## src/rtl/mem_pkg.sv

```systemverilog
`default_nettype none
// ============================================================================
// Module   : mem_pkg
// Purpose  : Shared definitions for the MEM pipeline stage: memory op codes,
//            FSM state encoding, access-size classification helpers.
// Revision : 1.0 - initial release
// ============================================================================
package mem_pkg;

   // Memory op codes carried on ALU_Control1_IN
   localparam logic [5:0] OP_LB  = 6'h20;
   localparam logic [5:0] OP_LH  = 6'h21;
   localparam logic [5:0] OP_LW  = 6'h23;
   localparam logic [5:0] OP_LBU = 6'h24;
   localparam logic [5:0] OP_LHU = 6'h25;
   localparam logic [5:0] OP_SB  = 6'h28;
   localparam logic [5:0] OP_SH  = 6'h29;
   localparam logic [5:0] OP_SW  = 6'h2B;

   typedef enum logic [1:0] {
      ST_IDLE = 2'd0,
      ST_BUSY = 2'd1,
      ST_DONE = 2'd2
   } mem_state_t;

   typedef enum logic [1:0] {
      SZ_BYTE = 2'd0,
      SZ_HALF = 2'd1,
      SZ_WORD = 2'd2
   } mem_size_t;

   // Any code that is not a byte or halfword op is handled as a full word;
   // the direction comes from MemRead/MemWrite, not from the code.
   function automatic mem_size_t op_size(input logic [5:0] op);
      case (op)
         OP_LB, OP_LBU, OP_SB: op_size = SZ_BYTE;
         OP_LH, OP_LHU, OP_SH: op_size = SZ_HALF;
         default:              op_size = SZ_WORD;
      endcase
   endfunction

   function automatic logic op_signed(input logic [5:0] op);
      op_signed = (op == OP_LB) || (op == OP_LH);
   endfunction

endpackage
`default_nettype wire

```

## src/rtl/mem_align.sv

```systemverilog
`default_nettype none
// ============================================================================
// Module   : mem_align
// Purpose  : Combinational big-endian lane logic. Produces store byte enables
//            and replicated store data, extracts and extends load data from a
//            returned word, and flags misaligned halfword/word accesses.
// Ports    : i_op          memory op code
//            i_addr_lo     effective address bits [1:0]
//            i_store_data  raw store data
//            i_load_word   word returned by data memory
//            o_be          byte enables, bit 3 = lane [31:24]
//            o_wdata       lane-replicated store data
//            o_load_data   extracted and extended load result
//            o_misaligned  access violates its natural alignment
// Revision : 1.0 - initial release
// ============================================================================
module mem_align (
   input  logic [5:0]  i_op,
   input  logic [1:0]  i_addr_lo,
   input  logic [31:0] i_store_data,
   input  logic [31:0] i_load_word,
   output logic [3:0]  o_be,
   output logic [31:0] o_wdata,
   output logic [31:0] o_load_data,
   output logic        o_misaligned
);
   import mem_pkg::*;

   mem_size_t   w_size;
   logic        w_signed;
   logic [7:0]  w_byte;
   logic [15:0] w_half;

   always_comb begin
      w_size       = op_size(i_op);
      w_signed     = op_signed(i_op);
      o_be         = 4'b1111;
      o_wdata      = i_store_data;
      o_load_data  = i_load_word;
      o_misaligned = 1'b0;
      w_byte       = 8'h00;

      // Big-endian: offset 0 is the most significant byte lane
      case (i_addr_lo)
         2'd0:    w_byte = i_load_word[31:24];
         2'd1:    w_byte = i_load_word[23:16];
         2'd2:    w_byte = i_load_word[15:8];
         default: w_byte = i_load_word[7:0];
      endcase
      w_half = i_addr_lo[1] ? i_load_word[15:0] : i_load_word[31:16];

      case (w_size)
         SZ_BYTE: begin
            o_be        = 4'b1000 >> i_addr_lo;
            o_wdata     = {4{i_store_data[7:0]}};
            o_load_data = {{24{w_signed & w_byte[7]}}, w_byte};
         end
         SZ_HALF: begin
            o_be         = i_addr_lo[1] ? 4'b0011 : 4'b1100;
            o_wdata      = {2{i_store_data[15:0]}};
            o_load_data  = {{16{w_signed & w_half[15]}}, w_half};
            o_misaligned = i_addr_lo[0];
         end
         default: begin
            o_misaligned = (i_addr_lo != 2'b00);
         end
      endcase
   end

endmodule
`default_nettype wire

```

## src/rtl/mem_stage.sv

```systemverilog
`default_nettype none
// ============================================================================
// Module   : mem_stage
// Purpose  : Single-issue MEM pipeline stage. Issues data-memory loads and
//            stores over a req/ack port, formats load results, stalls EXE
//            while an access is outstanding and passes non-memory
//            instructions to the WB register with one cycle of latency.
// Params   : ADDR_W       data-memory address width (<= 32)
//            TIMEOUT_CYC  BUSY cycles without ack before abandoning the
//                         access with a fault; 0 disables the timeout
// Ports    : CLK, RESET (async, active low)
//            *_IN         EXE pipeline register contents
//            dmem_*       data-memory request/acknowledge port
//            STALL_fMEM   hold request to EXE
//            *_OUT        WB pipeline register
// Options  : MEM_BYPASS_EN adds BypassReg1/BypassData1/BypassValid1_MEMEXE
//            forwarding outputs driven from the WB register.
// Revision : 1.0 - initial release
// ============================================================================
module mem_stage #(
   parameter int ADDR_W      = 32,
   parameter int TIMEOUT_CYC = 255
) (
   input  logic              CLK,
   input  logic              RESET,
   input  logic [31:0]       Instr1_IN,
   input  logic [31:0]       Instr1_PC_IN,
   input  logic [31:0]       ALU_result1_IN,
   input  logic [4:0]        WriteRegister1_IN,
   input  logic [31:0]       MemWriteData1_IN,
   input  logic              RegWrite1_IN,
   input  logic              MemRead1_IN,
   input  logic              MemWrite1_IN,
   input  logic [5:0]        ALU_Control1_IN,
   output logic              dmem_req,
   output logic              dmem_we,
   output logic [ADDR_W-1:0] dmem_addr,
   output logic [31:0]       dmem_wdata,
   output logic [3:0]        dmem_be,
   input  logic              dmem_ack,
   input  logic [31:0]       dmem_rdata,
   output logic              STALL_fMEM,
   output logic [31:0]       Instr1_OUT,
   output logic [31:0]       Instr1_PC_OUT,
   output logic [31:0]       WriteData1_OUT,
   output logic [4:0]        WriteRegister1_OUT,
   output logic              RegWrite1_OUT,
   output logic              MemFault1_OUT
`ifdef MEM_BYPASS_EN
  ,output logic [4:0]        BypassReg1_MEMEXE,
   output logic [31:0]       BypassData1_MEMEXE,
   output logic              BypassValid1_MEMEXE
`endif
);
   import mem_pkg::*;

   localparam int c_cnt_w = (TIMEOUT_CYC > 1) ? $clog2(TIMEOUT_CYC) : 1;
   localparam logic [c_cnt_w-1:0] c_to_last =
      (TIMEOUT_CYC > 0) ? c_cnt_w'(TIMEOUT_CYC - 1) : '0;
   localparam logic c_to_en = (TIMEOUT_CYC > 0);

   mem_state_t         r_state;
   mem_state_t         w_state_nxt;
   logic               w_mem_op;
   logic               w_misaligned;
   logic               w_mis_fault;
   logic               w_start;
   logic               w_ack_hit;
   logic               w_to_hit;
   logic [c_cnt_w-1:0] r_cnt;
   logic [31:0]        r_rdata;
   logic               r_to_fault;
   logic [3:0]         w_be;
   logic [31:0]        w_wdata;
   logic [31:0]        w_load_data;

   // One lane unit serves both paths: in IDLE it shapes the store request,
   // in DONE it formats the held read data. EXE holds its outputs across the
   // whole access, so the live op code and address are valid in both.
   mem_align u_align (
      .i_op         (ALU_Control1_IN),
      .i_addr_lo    (ALU_result1_IN[1:0]),
      .i_store_data (MemWriteData1_IN),
      .i_load_word  (r_rdata),
      .o_be         (w_be),
      .o_wdata      (w_wdata),
      .o_load_data  (w_load_data),
      .o_misaligned (w_misaligned)
   );

   assign w_mem_op    = MemRead1_IN | MemWrite1_IN;
   assign w_mis_fault = w_mem_op & w_misaligned;
   // Dropping the stall in DONE lets EXE advance on the same edge that
   // writes the formatted result into the WB register.
   assign STALL_fMEM  = w_mem_op & ~w_misaligned & (r_state != ST_DONE);

   // ---------------------------------------------------------------- FSM
   always_ff @(posedge CLK or negedge RESET) begin
      if (!RESET) r_state <= ST_IDLE;
      else        r_state <= w_state_nxt;
   end

   always_comb begin
      w_state_nxt = r_state;
      w_start     = 1'b0;
      w_ack_hit   = 1'b0;
      w_to_hit    = 1'b0;
      case (r_state)
         ST_IDLE: begin
            if (w_mem_op && !w_misaligned) begin
               w_start     = 1'b1;
               w_state_nxt = ST_BUSY;
            end
         end
         ST_BUSY: begin
            if (dmem_ack) begin
               w_ack_hit   = 1'b1;
               w_state_nxt = ST_DONE;
            end else if (c_to_en && (r_cnt == c_to_last)) begin
               w_to_hit    = 1'b1;
               w_state_nxt = ST_DONE;
            end
         end
         ST_DONE: w_state_nxt = ST_IDLE;
         default: w_state_nxt = ST_IDLE;
      endcase
   end

   // ------------------------------------------ request port and hold regs
   always_ff @(posedge CLK or negedge RESET) begin
      if (!RESET) begin
         dmem_req   <= 1'b0;
         dmem_we    <= 1'b0;
         dmem_addr  <= '0;
         dmem_be    <= 4'b0000;
         dmem_wdata <= 32'h0;
         r_cnt      <= '0;
         r_rdata    <= 32'h0;
         r_to_fault <= 1'b0;
      end else if (w_start) begin
         dmem_req   <= 1'b1;
         dmem_we    <= MemWrite1_IN;
         dmem_addr  <= {ALU_result1_IN[ADDR_W-1:2], 2'b00};
         dmem_be    <= w_be;
         dmem_wdata <= w_wdata;
         r_cnt      <= '0;
         r_to_fault <= 1'b0;
      end else if (r_state == ST_BUSY) begin
         r_cnt <= r_cnt + c_cnt_w'(1);
         if (w_ack_hit) begin
            dmem_req <= 1'b0;
            dmem_we  <= 1'b0;
            r_rdata  <= dmem_rdata;
         end else if (w_to_hit) begin
            dmem_req   <= 1'b0;
            dmem_we    <= 1'b0;
            r_rdata    <= 32'h0;
            r_to_fault <= 1'b1;
         end
      end
   end

   // ------------------------------------------------- WB pipeline register
   always_ff @(posedge CLK or negedge RESET) begin
      if (!RESET) begin
         Instr1_OUT         <= 32'h0;
         Instr1_PC_OUT      <= 32'h0;
         WriteData1_OUT     <= 32'h0;
         WriteRegister1_OUT <= 5'd0;
         RegWrite1_OUT      <= 1'b0;
         MemFault1_OUT      <= 1'b0;
      end else if (STALL_fMEM) begin
         Instr1_OUT         <= 32'h0;
         Instr1_PC_OUT      <= 32'h0;
         WriteData1_OUT     <= 32'h0;
         WriteRegister1_OUT <= 5'd0;
         RegWrite1_OUT      <= 1'b0;
         MemFault1_OUT      <= 1'b0;
      end else if (r_state == ST_DONE) begin
         Instr1_OUT         <= Instr1_IN;
         Instr1_PC_OUT      <= Instr1_PC_IN;
         WriteData1_OUT     <= MemWrite1_IN ? ALU_result1_IN : w_load_data;
         WriteRegister1_OUT <= WriteRegister1_IN;
         RegWrite1_OUT      <= RegWrite1_IN & ~MemWrite1_IN & ~r_to_fault;
         MemFault1_OUT      <= r_to_fault;
      end else begin
         // Plain pass-through; a misaligned memory op also lands here,
         // with write-back suppressed and the fault raised.
         Instr1_OUT         <= Instr1_IN;
         Instr1_PC_OUT      <= Instr1_PC_IN;
         WriteData1_OUT     <= ALU_result1_IN;
         WriteRegister1_OUT <= WriteRegister1_IN;
         RegWrite1_OUT      <= RegWrite1_IN & ~w_mis_fault;
         MemFault1_OUT      <= w_mis_fault;
      end
   end

`ifdef MEM_BYPASS_EN
   assign BypassReg1_MEMEXE   = WriteRegister1_OUT;
   assign BypassData1_MEMEXE  = WriteData1_OUT;
   assign BypassValid1_MEMEXE = RegWrite1_OUT & ~MemFault1_OUT;
`else
   // No forwarding outputs in this build.
`endif

endmodule
`default_nettype wire

```

## config.mk

```make
export PLATFORM = sky130hd
export DESIGN_NAME = mem_stage
export DESIGN_NICKNAME = d
export VERILOG_FILES = /design/src/rtl/mem_pkg.sv /design/src/rtl/mem_align.sv /design/src/rtl/mem_stage.sv
export SDC_FILE = /design/constraint.sdc
export NUM_CORES = 1
export LEC_CHECK = 0
export ABC_AREA = 1
export BUFFER_PORTS_ARGS = -buffer_cell sky130_fd_sc_hd__buf_2
export CAP_MARGIN = 30
export CELL_PAD_IN_SITES_DETAIL_PLACEMENT = 0
export CELL_PAD_IN_SITES_GLOBAL_PLACEMENT = 1
export CORE_UTILIZATION = 38
export CTS_BUF_LIST = sky130_fd_sc_hd__clkbuf_16
export CTS_CLUSTER_SIZE = 14
export DETAILED_ROUTE_END_ITERATION = 10
export GPL_TIMING_DRIVEN = 1
export HOLD_SLACK_MARGIN = 0.08
export PLACE_DENSITY = 0.86
export RECOVER_POWER = 100
export SYNTH_ARGS = -nofsm -noshare
export SYNTH_HDL_FRONTEND = slang
export SYNTH_HIERARCHICAL = 1
export SYNTH_SLANG_ARGS = --single-unit
```

## constraint.sdc

```tcl
create_clock -name CLK -period 3.3 [get_ports CLK]
set_input_delay 0.66 -clock CLK [delete_from_list [all_inputs] [get_ports CLK]]
set_output_delay 0.66 -clock CLK [all_outputs]
set_load 0.02 [all_outputs]
```

==> metrics.csv, run 1 <==
stage,metric,value,unit
power,powerDensity,696,nW/um2
floorplanning,core_area,23700,um2
setup_path,arrival,2.20,ns
placed_design,place_inst,1718,
layout,fin_area,11600,um2
layout,layout-area-overhead-vs-synth,25.2,%
setup_path,cpMaxStageDelayCell,nor2_1,
power,p_sw_share,36.1,%
global_route,grt_pass1_wl,42500,um
hold_path,hold_class,input pin to asynchronous set/reset pin,
layout,drive_gt1_share,16.9,%
clocking,numCtsBuffers,24,
layout,final-seq-area,5360,um2
timing,slew-limit-headroom,3.52,%
synth,ys_seq_area_share,57.7,%
floorplanning,fp.dieArea,25000,um2
placed_design,place_area,11200,um2
setup_path,crit_type,input pin to primary output,
power,combPwrFrac,25.1,%
power,p_int,5.17,mW
clocking,h-tree-depth,1,
setup_path,worst_setup_path_end_kind,primary output,
synth,synth_top_family_by_area,simple AND/OR/NAND/NOR gates,
synth,postSynthAreaPerCell,8.46,um2
job,cap_violations,0,
timing,period_minus_slack,2.86,ns
clocking,cts_root_buffer,clkbuf_16,
timing,rsz0062_at_grt,no,
synth,synth_compound_area_share,5.92,%
floorplanning,num_rows,56,
timing,fin_skew,0.00992,ns
layout,final_util,49.0,%
setup_path,crit_required,2.64,ns
synth,ys_types,28,
power,clkPwrFrac,30.4,%
power,p_leak,6.44,nW
setup_path,path_buf_inv,5,
clocking,cts_tree,yes,
setup_path,path_cells,"buf_2, inv_1, nand3_1, nor2_1, a21oi_1, inv_1, nand3_1, inv_1, clkbuf_1",
layout,final-instance-count-excl-fill,1767,
floorplanning,ios,351,
floorplanning,fp.dieH,158,um
timing,fin_setup_tns,0,ns
power,seq_power_share,44.5,%
synth,synthMuxAreaShare,0,%
synth,synth-xor-area-share,0,%
synth,synth_cells,1097,
floorplanning,initial_core_util,39.2,%
layout,multi_input_area,2990,um2
timing,slew_violations,0,
synth,yosysWarnings,6,
placed_design,gp_congestion,0.879,
setup_path,crit_family,simple AND/OR/NAND/NOR gates,
timing,finalSetupViolations,0,
clocking,insertion_delay,0.51,ns
global_route,grt-ovfl-total,0,
global_route,grt_pass1_vias,7612,
clocking,cts_resized,0,
drt,totalWireLength,29000,um
clocking,clock-sinks,214,
timing,finalHoldViolCount,0,
clocking,cts_setup_buffers,0,
placed_design,hpwl,21100,um
drt,detail_route.vias_per_cell,4.62,
setup_path,slowest_delay,0.37,ns
power,p_switching,2.91,mW
synth,netlist_area,9280,um2
drt,routed-via-count,8166,
synth,ys_async_sr_fraction,100,%
synth,synth_enable_flop_cells,0,
global_route,grt_max_degree,105,
setup_path,critical_path.max_fanout,6,
setup_path,cp_common_cell,inv_1,
clocking,clk_pin_slew,0.06,ns
timing,finalCritPeriodShare,86.8,%
synth,synth_ff_type,dfrtp_1,
drt,drc,0,
placed_design,portBuffers,348,
global_route,grtUsageTotal,22.2,%
drt,first_pass_iters,5,
drt,wl_per_cell,16.4,um
global_route,antenna_found_initial,4,
timing,tightest_slew,1.44,ns
layout,final_nets,1604,
synth,ys_seq_elements,214,
clocking,clk_path_buf_depth,3,
timing,fmax,349,MHz
layout,fillCellCount,2500,
clocking,hold_buffers,0,
floorplanning,die_w,158,um
power,ir_worst_vdd,0.000323,V
synth,yosys.area_share.adder,0.270,%
drt,antenna_left,0,
drt,drt_iter0_markers,627,
setup_path,start_kind,input pin,
synth,yosys.area_share.simple,26.1,%
outcome,status,"finished, final reports clean",
## cell usage in the layout, fill, tap and decap left out, types with 17 or more instances in the layout
cell,Yosys,final
nand2_1,444,446
dfrtp_1,214,214
clkbuf_1,11,179
buf_2,15,175
inv_1,125,128
nand3_1,79,80
o21ai_0,54,68
a21oi_1,39,39
clkbuf_16,0,25
nor2_1,16,17
## area by class of cell
| class | count | area share [%] |
|---|---|---|
| Antenna cell | 5 | 0.108 |
| Clock buffer | 25 | 5.39 |
| Clock inverter | 19 | 0.851 |
| Inverter | 131 | 4.23 |
| Multi-Input combinational cell | 691 | 25.8 |
| Sequential cell | 214 | 46.1 |
| Tap cell | 319 | 3.44 |
| Timing Repair Buffer | 363 | 14.1 |
## state kept, by name, summed over array words and instances (netlist names)
register,cells
Instr1_OUT,32
Instr1_PC_OUT,32
MemFault1_OUT,1
RegWrite1_OUT,1
WriteData1_OUT,32
WriteRegister1_OUT,5
dmem_addr,30
dmem_be,4
dmem_req,1
dmem_wdata,32
dmem_we,1
r_cnt,8
r_rdata,32
r_state,2
r_to_fault,1
## layer usage
metal | part of all wire [%] | global-route usage (%) | wire length [um] | up-vias
li1 | - | - | - | 4022
met1 | 41 | 27.9 | 11900 | 3790
met2 | 51 | 39.1 | 14600 | 316
met3 | 5.9 | 3.12 | 1720 | 38
met4 | 2.2 | 7.10 | 639 | 0
met5 | 0 | 0 | 0 | -
## cells in the mapped netlist, types with 3 or more instances
library cell | n | share of area [%]
dfrtp_1 | 214 | 58
buf_4 | 21 | 1.7
buf_2 | 15 | 0.81
nor2_1 | 16 | 0.65
buf_6 | 13 | 1.6
a21oi_1 | 39 | 2.1
inv_2 | 5 | 0.20
nand3_1 | 79 | 4.3
nand2_2 | 14 | 0.94
nand3_2 | 4 | 0.43
nand2_1 | 444 | 18
nor2_2 | 3 | 0.20
o21ai_1 | 15 | 0.81
nand3b_1 | 3 | 0.24
inv_1 | 125 | 5.1
o21ai_0 | 54 | 2.9
clkbuf_1 | 11 | 0.45
nand4_1 | 8 | 0.54
## per-stage QoR
| step | power (mW) | setup slack, ns | hold WS [ns] |
|---|---|---|---|
| finish | 8.08 | 0.436 | 0.172 |
| global route | 8.56 | 0.321 | 0.235 |
| CTS | 8.28 | 0.732 | 0.221 |
| detailed placement | 5.79 | 0.615 | 0.458 |
| global placement | 5.75 | 0.647 | 0.453 |
| floorplan | 4.86 | 0.558 | 0.364 |
## worst paths after layout
kind	startpoint	end	slack, ns	depth (start not counted)
worst max-delay path	ALU_Control1_IN[1]	STALL_fMEM	0.44	9
worst min register to register	dmem_wdata[24]	dmem_wdata[24]	0.48	2
worst min-delay path	RESET	dmem_wdata[20]	0.17	1
worst max register to register	r_cnt[0]	r_rdata[9]	0.96	9
max in group asynchronous	RESET	dmem_addr[27]	1.49	2
min in group CLK	Instr1_PC_IN[25]	Instr1_PC_OUT[25]	0.33	3
## logic make-up (layout without fill, tap and decap cells)
group / after synthesis / in the layout
and+or+nand+nor: 578 / 578
DFF: 214 / 214
buffers and inverters: 193 / 538
AOI/OAI and AO/OA: 109 / 109
adders and majority gates: 2 / 2
other: 1 / 7
## power groups by stage
stage | logic (mW) | clock network, mW | registers (mW)
after floorplan | 0.856 | 0 | 4.00
after global placement | 2.14 | 0 | 3.61
after detailed placement | 2.17 | 0 | 3.62
after CTS | 2.18 | 2.52 | 3.58
after global routing | 2.26 | 2.63 | 3.67
final | 2.03 | 2.46 | 3.59
## worst reg2reg max path: stages, from the launching register on
cell,delay [ns]
dfrtp_1,0.41
inv_1,0.10
ha_1,0.14
nand2_1,0.06
nor2_1,0.15
nand2_2,0.06
nand2_1,0.07
nand2_1,0.83
nand2_1,0.33
nand2_1,0.07
Note: power is estimated with default switching activity, not from simulation.
==> run 2, diff against run 1 <==
==> constraint.sdc (replaced) <==
create_clock -name CLK -period 3.3 [get_ports CLK]
set_input_delay 0.165 -clock CLK [delete_from_list [all_inputs] [get_ports CLK]]
set_output_delay 0.165 -clock CLK [all_outputs]
set_load 0.02 [all_outputs]
==> metrics.csv, run 2 (synthesis results as in run 1) <==
stage,metric,value,unit,change
clocking,cts_tree,yes,,
power,powerDensity,628,nW/um2,-9.8%
setup_path,path_buf_inv,6,,+1
timing,finalSetupViolations,0,,unchanged
layout,layout-area-overhead-vs-synth,43.9,%,
global_route,grt_pass1_wl,47100,um,+11%
clocking,insertion_delay,0.53,ns,+0.02 ns
setup_path,cpMaxStageDelayCell,dlygate4sd3_1,,
timing,fmax,342,MHz,-2.1%
floorplanning,fp.dieArea,25000,um2,unchanged
layout,final-instance-count-excl-fill,1929,,+9.2%
placed_design,portBuffers,348,,unchanged
timing,fin_setup_tns,0,ns,unchanged
clocking,clk_pin_slew,0.06,ns,about the same
timing,period_minus_slack,2.93,ns,+0.0629 ns
floorplanning,fp.dieH,158,um,unchanged
hold_path,hold_class,input pin to asynchronous set/reset pin,,
outcome,violations,"max-capacitance violations, max-slew violations",,
drt,totalWireLength,31800,um,+9.9%
global_route,grt_max_degree,122,,+16%
setup_path,path_cells,"dlygate4sd3_1, buf_2, nor2_4, a21oi_1, inv_1, nand3_4, buf_4, inv_1, clkbuf_1",,
layout,final_util,56.3,%,+7.3 points
layout,most-common-layout-cells,"446 x nand2_1, 214 x dfrtp_1, 175 x buf_2",,
layout,final-seq-area,5360,um2,unchanged
drt,drc,0,,unchanged
placed_design,gp_congestion,0.881,,+0.19%
setup_path,worst_setup_path_end_kind,primary output,,
global_route,antenna_found_initial,1,,-3
layout,multi_input_area,3010,um2,+0.50%
setup_path,cp_common_cell,inv_1,,
timing,rsz0062_at_grt,no,,
power,p_leak,7.19,nW,+12%
layout,final_nets,1771,,+10%
drt,wl_per_cell,16.5,um,+0.71%
floorplanning,num_rows,56,,unchanged
placed_design,hpwl,21000,um,-0.53%
timing,slew-limit-headroom,-44.3,%,-48 points
timing,finalCritPeriodShare,88.7,%,+1.9 points
clocking,clk_path_buf_depth,3,,unchanged
placed_design,place_inst,1713,,-0.29%
layout,final_common_cell,nand2_1,,
layout,drive_gt1_share,15.3,%,-1.6 points
drt,antenna_left,0,,unchanged
setup_path,crit_family,buffers and inverters,,
setup_path,startpoint,ALU_result1_IN[1],,
timing,tightest_slew,2.16,ns,+0.720 ns
power,power.total,8.38,mW,+3.7%
setup_path,crit_type,input pin to primary output,,
setup_path,slowest_delay,0.54,ns,+0.17 ns
drt,detail_route.vias_per_cell,4.64,,+0.31%
job,cap_violations,2,,+2
global_route,grt-ovfl-total,0,,unchanged
floorplanning,core_area,23700,um2,unchanged
clocking,clock-sinks,214,,unchanged
drt,drt_iter0_markers,685,,+9.3%
clocking,cts_setup_buffers,0,,unchanged
timing,fin_skew,0.0191,ns,+0.00913 ns
clocking,cts_resized,0,,unchanged
setup_path,arrival,2.76,ns,+0.56 ns
drt,routed-via-count,8942,,+9.5%
drt,first_pass_iters,5,,unchanged
setup_path,crit_required,3.13,ns,+0.49 ns
global_route,grt_pass1_vias,8802,,+16%
power,ir_worst_vdd,0.000425,V,+32%
clocking,h-tree-depth,1,,unchanged
layout,diodes,0,,-5
floorplanning,ios,351,,unchanged
setup_path,critical_path.max_fanout,57,,+51
outcome,status,"finished, violations left",,
floorplanning,die_w,158,um,unchanged
clocking,numCtsBuffers,24,,unchanged
timing,finalHoldViolCount,0,,unchanged
clocking,hold_buffers,172,,+172
layout,fillCellCount,2227,,-11%
setup_path,r2r-start,r_state[0],,
clocking,cts_root_buffer,clkbuf_16,,
floorplanning,initial_core_util,39.2,%,unchanged
setup_path,start_kind,input pin,,
timing,slew_violations,165,,+165
global_route,grtUsageTotal,24.6,%,+2.4 points
[run 2: layout make-up]
type	instances	share of cell area, %
sequential	214	40.1
timing repair buffer	530	25.0
multi-input combinational	691	22.5
clock buffer	24	4.50
inverter	131	3.69
tap	319	2.99
clock inverter	20	1.14
[run 2: per-layer routing]
metal  wire (um)  track usage, %  up-vias
li1            -               -     4340
met1       12800            29.7     4147
met2       15700            42.0      360
met3        1920            4.05       93
met4        1410            12.7        2
met5           8               0        -
[run 2: worst paths after layout]
kind / endpoint / slack [ns] / cells past startpoint
min in group CLK: MemFault1_OUT / 0.21 / 5
setup reg to reg: RegWrite1_OUT / 0.80 / 7
setup / recovery: STALL_fMEM / 0.37 / 9
hold reg to reg: dmem_wdata[5] / 0.48 / 2
hold / removal: dmem_wdata[20] / 0.16 / 2
max in group asynchronous: Instr1_OUT[24] / 0.75 / 3
[run 2: per-stage QoR]
step / hold WS (ns) / instance area (um2) / worst slack, ns
6_report: 0.155 / 13300 / 0.373
5_1_grt: 0.178 / 13300 / 0.174
4_1_cts: 0.155 / 13600 / 0.430
3_5_place_dp: 0.108 / 11100 / 0.919
3_3_place_gp: 0.110 / 11100 / 1.02
2_1_floorplan: -0.131 / 9280 / 1.55
[run 2: power breakdown]
| group | switching (mW) | internal [mW] |
|---|---|---|
| Sequential | 0.428 | 3.18 |
| Combinational | 1.46 | 0.745 |
| Clock | 1.09 | 1.48 |
==> run 3, diff against run 2 <==
- CORE_ASPECT_RATIO: not set -> 0.5
- CORE_UTILIZATION: 38 -> 32
- PLACE_DENSITY: 0.86 -> 0.75
- clock period: 3.3 -> 2.6 ns (I/O delays scaled with it)
==> metrics.csv, run 3 (synthesis results as in run 1) <==
stage,metric,value,unit,change
layout,drive_gt1_share,15.1,%,-0.17 points
layout,diodes,0,,unchanged
drt,antenna_left,0,,unchanged
drt,totalWireLength,30800,um,-3.2%
clocking,cts_root_buffer,clkbuf_16,,
layout,most-common-layout-cells,"447 x nand2_1, 214 x dfrtp_1, 175 x buf_2",,
floorplanning,core_area,28100,um2,+19%
layout,final_nets,1773,,+0.11%
timing,period_minus_slack,2.22,ns,
setup_path,path_cells,"dlygate4sd3_1, buf_2, nor2_4, a21oi_1, inv_1, nand3_1, inv_1, nand2_1, nand2_1",,
drt,detail_route.vias_per_cell,4.44,,-4.1%
clocking,clk_pin_slew,0.06,ns,about the same
timing,fin_setup_tns,0,ns,unchanged
layout,fillCellCount,2875,,+29%
global_route,antenna_found_initial,0,,-1
floorplanning,ios,351,,unchanged
layout,final_common_cell,nand2_1,,
setup_path,cpMaxStageDelayCell,inv_1,,
clocking,h-tree-depth,1,,unchanged
floorplanning,num_rows,43,,-23%
hold_path,hold_class,input pin to register,,
power,power.total,10.4,mW,+24%
layout,fin_area,13400,um2,+0.23%
timing,finalCritPeriodShare,85.3,%,
timing,finalSetupViolations,0,,unchanged
layout,layout-area-overhead-vs-synth,44.2,%,
global_route,grt_max_degree,104,,-15%
setup_path,worst_setup_path_end_kind,register,,
power,p_leak,7.17,nW,-0.21%
placed_design,gp_congestion,0.869,,-1.3%
drt,wl_per_cell,15.5,um,-6.2%
clocking,clk_path_buf_depth,3,,unchanged
timing,fin_skew,0.0150,ns,-0.00400 ns
global_route,grtUsageTotal,20.4,%,-4.1 points
drt,drc,0,,unchanged
clocking,cts_resized,0,,unchanged
drt,first_pass_iters,7,,+2
power,powerDensity,775,nW/um2,+23%
timing,slew_violations,0,,-100%
clocking,clock-sinks,214,,unchanged
placed_design,hpwl,20700,um,-1.4%
drt,routed-via-count,8843,,-1.1%
clocking,hold_buffers,174,,+1.2%
clocking,cts_setup_buffers,0,,unchanged
clocking,numCtsBuffers,22,,-8.3%
setup_path,start_kind,input pin,,
setup_path,crit_type,input pin to register,,
floorplanning,fp.dieH,122,um,-23%
timing,tightest_slew,1.41,ns,-0.752 ns
setup_path,slowest_delay,0.89,ns,+0.35 ns
global_route,grt_pass1_wl,47900,um,+1.8%
job,cap_violations,0,,-2
global_route,grt_pass1_vias,8754,,-0.55%
drt,drt_iter0_markers,556,,-19%
clocking,cts_tree,yes,,
timing,finalHoldViolCount,0,,unchanged
setup_path,crit_required,3.05,ns,-0.08 ns
floorplanning,initial_core_util,33.0,%,-6.1 points
timing,rsz0062_at_grt,no,,
timing,fmax,451,MHz,
clocking,insertion_delay,0.52,ns,about the same
global_route,grt-ovfl-total,0,,unchanged
floorplanning,fp.dieArea,29700,um2,+19%
timing,slew-limit-headroom,5.85,%,+50 points
placed_design,place_area,11200,um2,+0.89%
floorplanning,die_w,243,um,+53%
setup_path,critical_path.max_fanout,37,,-35%
outcome,status,"finished, final reports clean",,
placed_design,portBuffers,348,,unchanged
power,ir_worst_vdd,0.000407,V,-4.2%
setup_path,arrival,2.67,ns,-0.09 ns
## run 3: changes by cell type in the layout (fill, tap and decap cells not counted), moves of 2 or more
cell	change
buf_12	+2
buf_4	+2
buf_8	-2
clkinv_1	-2
dlygate4sd3_1	+2
o21ai_0	+2
o21ai_1	-2
## run 3: area by class of cell
cell class              instances  area (um2)  area share (%)
repair buffers                534        3380            25.3
clock inverters                15         100           0.748
well taps                     382         478            3.57
flip-flops and latches        214        5360            40.0
inverters                     131         492            3.68
clock buffers                  23         576            4.30
multi-input cells             691        2990            22.4
## run 3: routing by layer
| layer | vias to the layer above | track usage, % | wire (um) |
|---|---|---|---|
| li1 | 4359 | - | - |
| met2 | 259 | 35.4 | 15200 |
| met3 | 53 | 3.65 | 1460 |
| met5 | - | 0 | 0 |
| met4 | 0 | 5.39 | 720 |
| met1 | 4172 | 26.5 | 13400 |
## run 3: worst paths after layout
check,slack [ns],cells past startpoint,endpoint,start
max in group asynchronous,0.62,3,r_rdata[17],RESET
hold reg to reg,0.48,2,dmem_wdata[23],dmem_wdata[23]
setup reg to reg,0.58,6,WriteData1_OUT[29],r_rdata[23]
min in group asynchronous,0.44,2,dmem_wdata[28],RESET
hold / removal,0.15,6,dmem_be[3],ALU_Control1_IN[5]
setup / recovery,0.38,9,dmem_wdata[0],ALU_result1_IN[1]
## run 3: critical path, delay by kind of cell
family / cells / cell delay (ns)
compound gates: 1 / 0.11
buf+inv: 4 / 1.77
simple gates: 4 / 0.65
## run 3: power breakdown
| part | internal [mW] | switching [mW] |
|---|---|---|
| combinational | 0.951 | 1.79 |
| sequential | 4.04 | 0.545 |
| clock | 1.70 | 1.34 |
## run 3: per-stage QoR
step | std cells | utilization, % | setup slack (ns) | hold slack (ns)
finish | 1990 | 47.6 | 0.383 | 0.152
global route | 1990 | 47.6 | 0.163 | 0.179
CTS | 1990 | 48.6 | 0.396 | 0.125
detailed placement | 1778 | 40.0 | 0.561 | 0.218
global placement | 1778 | 40.0 | 0.632 | 0.201
floorplan | 1098 | - | 0.918 | -0.166
